<file path="src/rtl/mem_stream_demux_if.sv">
// Bundle of the merged-stream input and the demultiplexed write/status outputs
// of mem_stream_demux; master drives the stream, slave is the demux.
interface mem_stream_demux_if #(
  parameter int NMEM  = 12,
  parameter int DAT_W = 45,
  parameter int CNT_W = 6
);
  logic                    new_event;
  logic [2:0]              BX;
  logic [51:0]             mem_dat_stream;
  logic                    valid;
  logic                    none;
  logic [NMEM-1:0]         wr_en;
  logic [CNT_W+2:0]        wr_addr;
  logic [DAT_W-1:0]        wr_dat;
  logic [NMEM*CNT_W-1:0]   items;
  logic                    done;
  logic                    bx_err;
  logic                    ovf_err;
  logic                    idx_err;

  modport master (
    output new_event, BX, mem_dat_stream, valid, none,
    input  wr_en, wr_addr, wr_dat, items, done, bx_err, ovf_err, idx_err
  );

  modport slave (
    input  new_event, BX, mem_dat_stream, valid, none,
    output wr_en, wr_addr, wr_dat, items, done, bx_err, ovf_err, idx_err
  );
endinterface

</file>
<file path="src/rtl/mem_stream_demux.sv">
// Splits the merged 52-bit readout stream back into NMEM per-memory write ports.
// Define STREAM_BX_CHECK_EN to drop words whose BX tag differs from the event BX.
module mem_stream_demux #(
  parameter int NMEM  = 12,
  parameter int DAT_W = 45,
  parameter int CNT_W = 6
) (
  input  logic               clk,
  input  logic               rst_n,
  mem_stream_demux_if.slave  io
);

  typedef enum logic [1:0] {IDLE, HOLD, RECV, DONE} state_t;

  state_t               state, state_n;
  logic [1:0]           hold_cnt, hold_n;

  logic                 accept;
  logic                 s1_valid;
  logic [3:0]           s1_idx;
  logic [DAT_W-1:0]     s1_dat;
  logic [2:0]           evt_bx;
  logic [CNT_W-1:0]     cnt [NMEM];
  logic [CNT_W-1:0]     sel_cnt;
  logic                 idx_bad;
  logic                 bx_bad;
  logic                 write_ok;

  logic [NMEM-1:0]      wr_en_r;
  logic [CNT_W+2:0]     wr_addr_r;
  logic [DAT_W-1:0]     wr_dat_r;
  logic                 ovf_err_r;
  logic                 idx_err_r;
  logic [NMEM*CNT_W-1:0] items_w;

  always_ff @(posedge clk or negedge rst_n) begin
    if (!rst_n) begin
      state    <= IDLE;
      hold_cnt <= '0;
    end else begin
      state    <= state_n;
      hold_cnt <= hold_n;
    end
  end

  always_comb begin
    state_n = state;
    hold_n  = hold_cnt;
    if (io.new_event) begin
      state_n = HOLD;
      hold_n  = '0;
    end else begin
      case (state)
        IDLE: state_n = IDLE;
        HOLD: begin
          if (hold_cnt == 2'd3) state_n = RECV;
          else                  hold_n  = hold_cnt + 2'd1;
        end
        RECV: if (io.none && !io.valid) state_n = DONE;
        DONE: state_n = DONE;
        default: state_n = IDLE;
      endcase
    end
  end

  // A word coincident with new_event belongs to the aborted event and is dropped.
  assign accept = io.valid && !io.new_event && (state != IDLE);

`ifdef STREAM_BX_CHECK_EN
  logic [2:0] s1_tag;
  logic       bx_err_r;
`endif

  always_ff @(posedge clk or negedge rst_n) begin
    if (!rst_n) begin
      s1_valid <= 1'b0;
      s1_idx   <= '0;
      s1_dat   <= '0;
`ifdef STREAM_BX_CHECK_EN
      s1_tag   <= '0;
`endif
    end else begin
      s1_valid <= accept;
      s1_idx   <= io.mem_dat_stream[51:48];
      s1_dat   <= io.mem_dat_stream[DAT_W-1:0];
`ifdef STREAM_BX_CHECK_EN
      s1_tag   <= io.mem_dat_stream[47:45];
`endif
    end
  end

  always_comb begin
    sel_cnt = '0;
    idx_bad = 1'b1;
    for (int unsigned i = 0; i < NMEM; i++) begin
      if (32'(s1_idx) == i) begin
        sel_cnt = cnt[i];
        idx_bad = 1'b0;
      end
    end
  end

`ifdef STREAM_BX_CHECK_EN
  assign bx_bad = (s1_tag != evt_bx);
`else
  assign bx_bad = 1'b0;
`endif

  assign write_ok = s1_valid && !idx_bad && (sel_cnt != '1) && !bx_bad;

  // new_event also squashes the word already in the decode stage, so the
  // counters of the new event start from a clean zero.
  always_ff @(posedge clk or negedge rst_n) begin
    if (!rst_n) begin
      evt_bx    <= '0;
      wr_en_r   <= '0;
      wr_addr_r <= '0;
      wr_dat_r  <= '0;
      ovf_err_r <= 1'b0;
      idx_err_r <= 1'b0;
      for (int unsigned i = 0; i < NMEM; i++) cnt[i] <= '0;
    end else begin
      wr_en_r <= '0;
      if (io.new_event) begin
        evt_bx    <= io.BX;
        ovf_err_r <= 1'b0;
        idx_err_r <= 1'b0;
        for (int unsigned i = 0; i < NMEM; i++) cnt[i] <= '0;
      end else if (s1_valid) begin
        if (idx_bad)              idx_err_r <= 1'b1;
        else if (sel_cnt == '1)   ovf_err_r <= 1'b1;
        if (write_ok) begin
          wr_addr_r <= {evt_bx, sel_cnt};
          wr_dat_r  <= s1_dat;
        end
        for (int unsigned i = 0; i < NMEM; i++) begin
          if (write_ok && (32'(s1_idx) == i)) begin
            wr_en_r[i] <= 1'b1;
            cnt[i]     <= sel_cnt + 1'b1;
          end
        end
      end
    end
  end

`ifdef STREAM_BX_CHECK_EN
  always_ff @(posedge clk or negedge rst_n) begin
    if (!rst_n)                                       bx_err_r <= 1'b0;
    else if (io.new_event)                            bx_err_r <= 1'b0;
    else if (s1_valid && !idx_bad && sel_cnt != '1 && bx_bad) bx_err_r <= 1'b1;
  end
  assign io.bx_err = bx_err_r;
`else
  assign io.bx_err = 1'b0;
`endif

  always_comb begin
    items_w = '0;
    for (int unsigned i = 0; i < NMEM; i++) items_w[i*CNT_W +: CNT_W] = cnt[i];
  end

  assign io.wr_en   = wr_en_r;
  assign io.wr_addr = wr_addr_r;
  assign io.wr_dat  = wr_dat_r;
  assign io.items   = items_w;
  assign io.done    = (state == DONE);
  assign io.ovf_err = ovf_err_r;
  assign io.idx_err = idx_err_r;

endmodule

</file>
<file path="src/flat_wrapper.sv">
// flat-port wrapper written by rule: the top's interface ports become plain ports
module mem_stream_demux_flat 
#(
  parameter int NMEM  = 12,
  parameter int DAT_W = 45,
  parameter int CNT_W = 6
)
  (clk, rst_n, io_new_event, io_BX, io_mem_dat_stream, io_valid, io_none, io_wr_en, io_wr_addr, io_wr_dat, io_items, io_done, io_bx_err, io_ovf_err, io_idx_err);
  mem_stream_demux_if #(.NMEM(NMEM), .DAT_W(DAT_W), .CNT_W(CNT_W)) io_i ();
  input  logic clk;
  input  logic rst_n;
  input wire logic [$bits(io_i.new_event)-1:0] io_new_event;
  input wire logic [$bits(io_i.BX)-1:0] io_BX;
  input wire logic [$bits(io_i.mem_dat_stream)-1:0] io_mem_dat_stream;
  input wire logic [$bits(io_i.valid)-1:0] io_valid;
  input wire logic [$bits(io_i.none)-1:0] io_none;
  output wire logic [$bits(io_i.wr_en)-1:0] io_wr_en;
  output wire logic [$bits(io_i.wr_addr)-1:0] io_wr_addr;
  output wire logic [$bits(io_i.wr_dat)-1:0] io_wr_dat;
  output wire logic [$bits(io_i.items)-1:0] io_items;
  output wire logic [$bits(io_i.done)-1:0] io_done;
  output wire logic [$bits(io_i.bx_err)-1:0] io_bx_err;
  output wire logic [$bits(io_i.ovf_err)-1:0] io_ovf_err;
  output wire logic [$bits(io_i.idx_err)-1:0] io_idx_err;
  assign io_i.new_event = io_new_event;
  assign io_i.BX = io_BX;
  assign io_i.mem_dat_stream = io_mem_dat_stream;
  assign io_i.valid = io_valid;
  assign io_i.none = io_none;
  assign io_wr_en = io_i.wr_en;
  assign io_wr_addr = io_i.wr_addr;
  assign io_wr_dat = io_i.wr_dat;
  assign io_items = io_i.items;
  assign io_done = io_i.done;
  assign io_bx_err = io_i.bx_err;
  assign io_ovf_err = io_i.ovf_err;
  assign io_idx_err = io_i.idx_err;
  mem_stream_demux #(.NMEM(NMEM), .DAT_W(DAT_W), .CNT_W(CNT_W)) u_core (.clk(clk), .rst_n(rst_n), .io(io_i));
endmodule
</file>
<file path="config.mk">
export PLATFORM = sky130hd
export DESIGN_NAME = mem_stream_demux_flat
export DESIGN_NICKNAME = d
export VERILOG_FILES = /design/src/rtl/mem_stream_demux_if.sv /design/src/rtl/mem_stream_demux.sv /design/src/flat_wrapper.sv
export SDC_FILE = /design/constraint.sdc
export NUM_CORES = 1
export LEC_CHECK = 0
export CAP_MARGIN = 20
export CORE_ASPECT_RATIO = 1.25
export CORE_MARGIN = 3
export CORE_UTILIZATION = 54
export DETAILED_ROUTE_END_ITERATION = 7
export PLACE_DENSITY_LB_ADDON = 0.25
export SLEW_MARGIN = 20
export SYNTH_ARGS = -nofsm -noshare
export SYNTH_HDL_FRONTEND = slang
export SYNTH_SLANG_ARGS = --single-unit
</file>
<file path="constraint.sdc">
create_clock -name clk -period 4.7 [get_ports clk]
set_clock_uncertainty 0.05 [all_clocks]
set_input_delay 0.705 -clock clk [delete_from_list [all_inputs] [get_ports clk]]
set_output_delay 0.705 -clock clk [all_outputs]
set_load 0.01 [all_outputs]
</file>
==> results_dict.tcl <==
set metrics [dict create \
    status "completed" \
    fin_crit_sh 0.852 \
    finalHoldViolations 0 \
    cap_violations 0 \
    cts_resized 0 \
    clock.fmax_mhz 250 \
    wire_per_inst_microns 17.7 \
    dr.first_iter.drc_count 405 \
    path_cells "nor3_1, a2111oi_0, o21ai_0, a31oi_1, ha_1, and4b_1, buf_4, a21oi_2, nor2_1, mux2i_1" \
    slew_viol_final 0 \
    hold_ws_ns 0.180 \
    hold_path_class "input pin to async pin" \
    synth-async-reset-ratio 1.00 \
    die_h_microns 146 \
    yosys-top-cells-count "dfrtp_1, nand2_1, mux2i_1, nor2_1, nand2b_1" \
    h-tree-depth 4 \
    ys_seq_area_frac 0.586 \
    drt_first_pass_iters 5 \
    cts_setup_buffers 0 \
    drc 0 \
    overflow 0 \
    antenna_left 0 \
    cts_inserted_buffers 17 \
    synth-main-ff-cell "dfrtp_1" \
    syn-cell-area_sq_um 8410 \
    dr_total_vias 6174 \
    drive_above_1_share 0.0934 \
    synth-warning-count 0 \
    switching_power_mw 1.20 \
    seqPwrFrac 0.464 \
    clock_latency_ns 0.43 \
    die_w_microns 118 \
    place_congestion 0.892 \
    p_leak_nw 5.06 \
    r2r_slack_ns 0.69 \
    cp-start-kind "flop" \
    syn_inst 766 \
    yosys.area.top_type_share 0.586 \
    syn_to_final_growth_pct 32.3 \
    diodes 0 \
    power.density_nw_per_um2 394 \
    nNetsFinal 1013 \
    grt_antenna_before_repair 0 \
    pwr-share-comb 0.202 \
    clock_sinks 197 \
    portBuffers 197 \
    fill_cells 1105 \
    cp.required_ns 4.99 \
    dpl-instance-area_sq_um 10500 \
    dieArea_sq_um 17100 \
    start_util 0.556 \
    ys_top_cells_by_area "dfrtp_1, mux2i_1, nand2_1" \
    grtUsageTotal 0.249 \
    grt_max_degree 136 \
    yosysUniqueCellTypes 64 \
    synth_fp_nets 828 \
    clock_power_share 0.335 \
    reg2regPathDepth 10 \
    slowest_delay_ns 0.96 \
    synth_edf_count 0 \
    dp_hpwl_microns 14200 \
    num_rows 50 \
    grt_pass1_wl_microns 34000 \
    path_clk_slew_ns 0.07 \
    ys_ff_latch 197 \
    setup-tns-final_ns 0 \
    endpoint_kind "flop" \
    slew_headroom 0.314 \
    clk_path_buf_depth 2 \
    core_sq_um 15100 \
    postLayoutCellArea_sq_um 11100 \
    setup_viol 0 \
    fin_crit_ns 4.01 \
    peakVddDrop_mv 0.353 \
    yosysMostFrequentCell "dfrtp_1" \
    cts_root_buf "clkbuf_16" \
    vias_per_cell 5.27 \
    slowest_stage "dfrtp_2" \
    hold_buffers 0 \
    synth_area_per_cell_sq_um 11.0 \
    rr_startpoint "u_core.s1_idx[1]" \
    num_io_pins 202 \
    worst_pin_slew_ns 1.03 \
    swShare 0.274 \
    yosys.area.top_type "dfrtp_1" \
    r2r_end "u_core.io.items[2]" \
    cp_max_fo 42 \
    rsz0062_at_grt "no" \
    internal_power_mw 3.18 \
    grt_pass1_vias 6284 \
    arrival_ns 4.30 \
    crit_type "flop to flop" \
    cts_tree "yes" \
    wirelength_microns 20800 \
]
-- layer usage --
| metal | GRT usage | up-vias | wire length (microns) |
|---|---|---|---|
| met4 | 0.0727 | 0 | 371 |
| met3 | 0.0836 | 21 | 1500 |
| met1 | 0.316 | 3053 | 8500 |
| met2 | 0.412 | 195 | 10400 |
| li1 | - | 2905 | - |
| met5 | 0 | - | 0 |
-- critical path, delay by kind of cell, from the launching register on --
kind	cells	cell delay, ns
AO/OA/AOI/OAI	4	1.10
AND/OR/NAND/NOR	3	1.03
flip-flops	1	0.96
buffers and inverters	1	0.30
adder cells (fa/ha/maj)	1	0.27
multiplexers	1	0.20
-- state kept, by name, indices dropped and copies added, names as in the netlist --
name and cells:
u_core.io.items 72, u_core.io.wr_dat 45, u_core.s1_dat 45, u_core.io.wr_en 12, u_core.io.wr_addr 9, u_core.s1_idx 4
u_core.evt_bx 3, u_core.hold_cnt 2, u_core.state 2, u_core.io.idx_err 1, u_core.io.ovf_err 1, u_core.s1_valid 1
-- cells by family after synthesis --
| logic type | after synthesis | share of synthesized area |
|---|---|---|
| adders and majority gates | 2 | 0.00297 |
| and+or+nand+nor | 336 | 0.187 |
| buffers and inverters | 59 | 0.0408 |
| DFF | 197 | 0.586 |
| xor gates and xnor gates | 9 | 0.00937 |
| AOI/OAI and AO/OA | 75 | 0.0669 |
| muxes | 87 | 0.106 |
| other | 1 | 0.000446 |
-- cell usage in the layout (no fill, tap or decap), types with 6 or more instances in the layout --
cell type,count
inv_1,11
nor2_1,59
nand2_1,170
a21oi_1,8
buf_4,14
a21oi_2,9
nor2b_1,7
o21ai_0,16
mux2_2,8
nand3_1,14
a31oi_1,6
dfrtp_1,196
nand2b_1,49
clkbuf_16,17
xnor2_1,7
clkdlybuf4s50_1,195
mux2i_1,78
-- how the worst max path moves through the flow --
stage | startpoint | endpoint | slack (ns) | depth (start not counted)
3_3_place_gp | u_core.s1_idx[1] | u_core.io.items[4] | 0.86 | 10
3_5_place_dp | u_core.s1_idx[1] | u_core.io.items[2] | 0.82 | 10
5_1_grt | u_core.s1_idx[1] | u_core.io.items[4] | 0.52 | 10
6_report | u_core.s1_idx[1] | u_core.io.items[2] | 0.69 | 10
4_1_cts | u_core.s1_idx[1] | u_core.io.items[4] | 0.80 | 10
2_1_floorplan | u_core.s1_idx[0] | u_core.io.wr_addr[5] | 1.61 | 15
-- final cells by class --
type / count / area [sq um] / area share
inverter: 11 / 41.3 / 0.00371
clock inverter: 14 / 169 / 0.0152
clock buffer: 18 / 439 / 0.0395
sequential: 197 / 4930 / 0.443
timing repair buffer: 214 / 2140 / 0.193
multi-input combinational: 510 / 3140 / 0.282
tap: 208 / 260 / 0.0234
-- metrics by stage --
| stage | total power, mW | worst slack (ns) | cells | util |
|---|---|---|---|---|
| after floorplan | 2.42 | 1.61 | 766 | - |
| after global placement | 2.92 | 0.862 | 1139 | 0.693 |
| after detailed placement | 2.95 | 0.816 | 1139 | 0.693 |
| after global routing | 4.60 | 0.515 | 1172 | 0.735 |
| after CTS | 4.42 | 0.798 | 1171 | 0.733 |
| final | 4.38 | 0.695 | 1172 | 0.735 |
-- power by group through the flow --
stage                     clock, mW  sequential, mW  combinational, mW
after floorplan                   0            2.12              0.301
after global placement            0            2.05              0.866
after detailed placement          0            2.05              0.892
after CTS                      1.49            2.03              0.895
after global routing           1.57            2.06              0.968
final                          1.47            2.03              0.884
(Power assumes the default switching activity.)
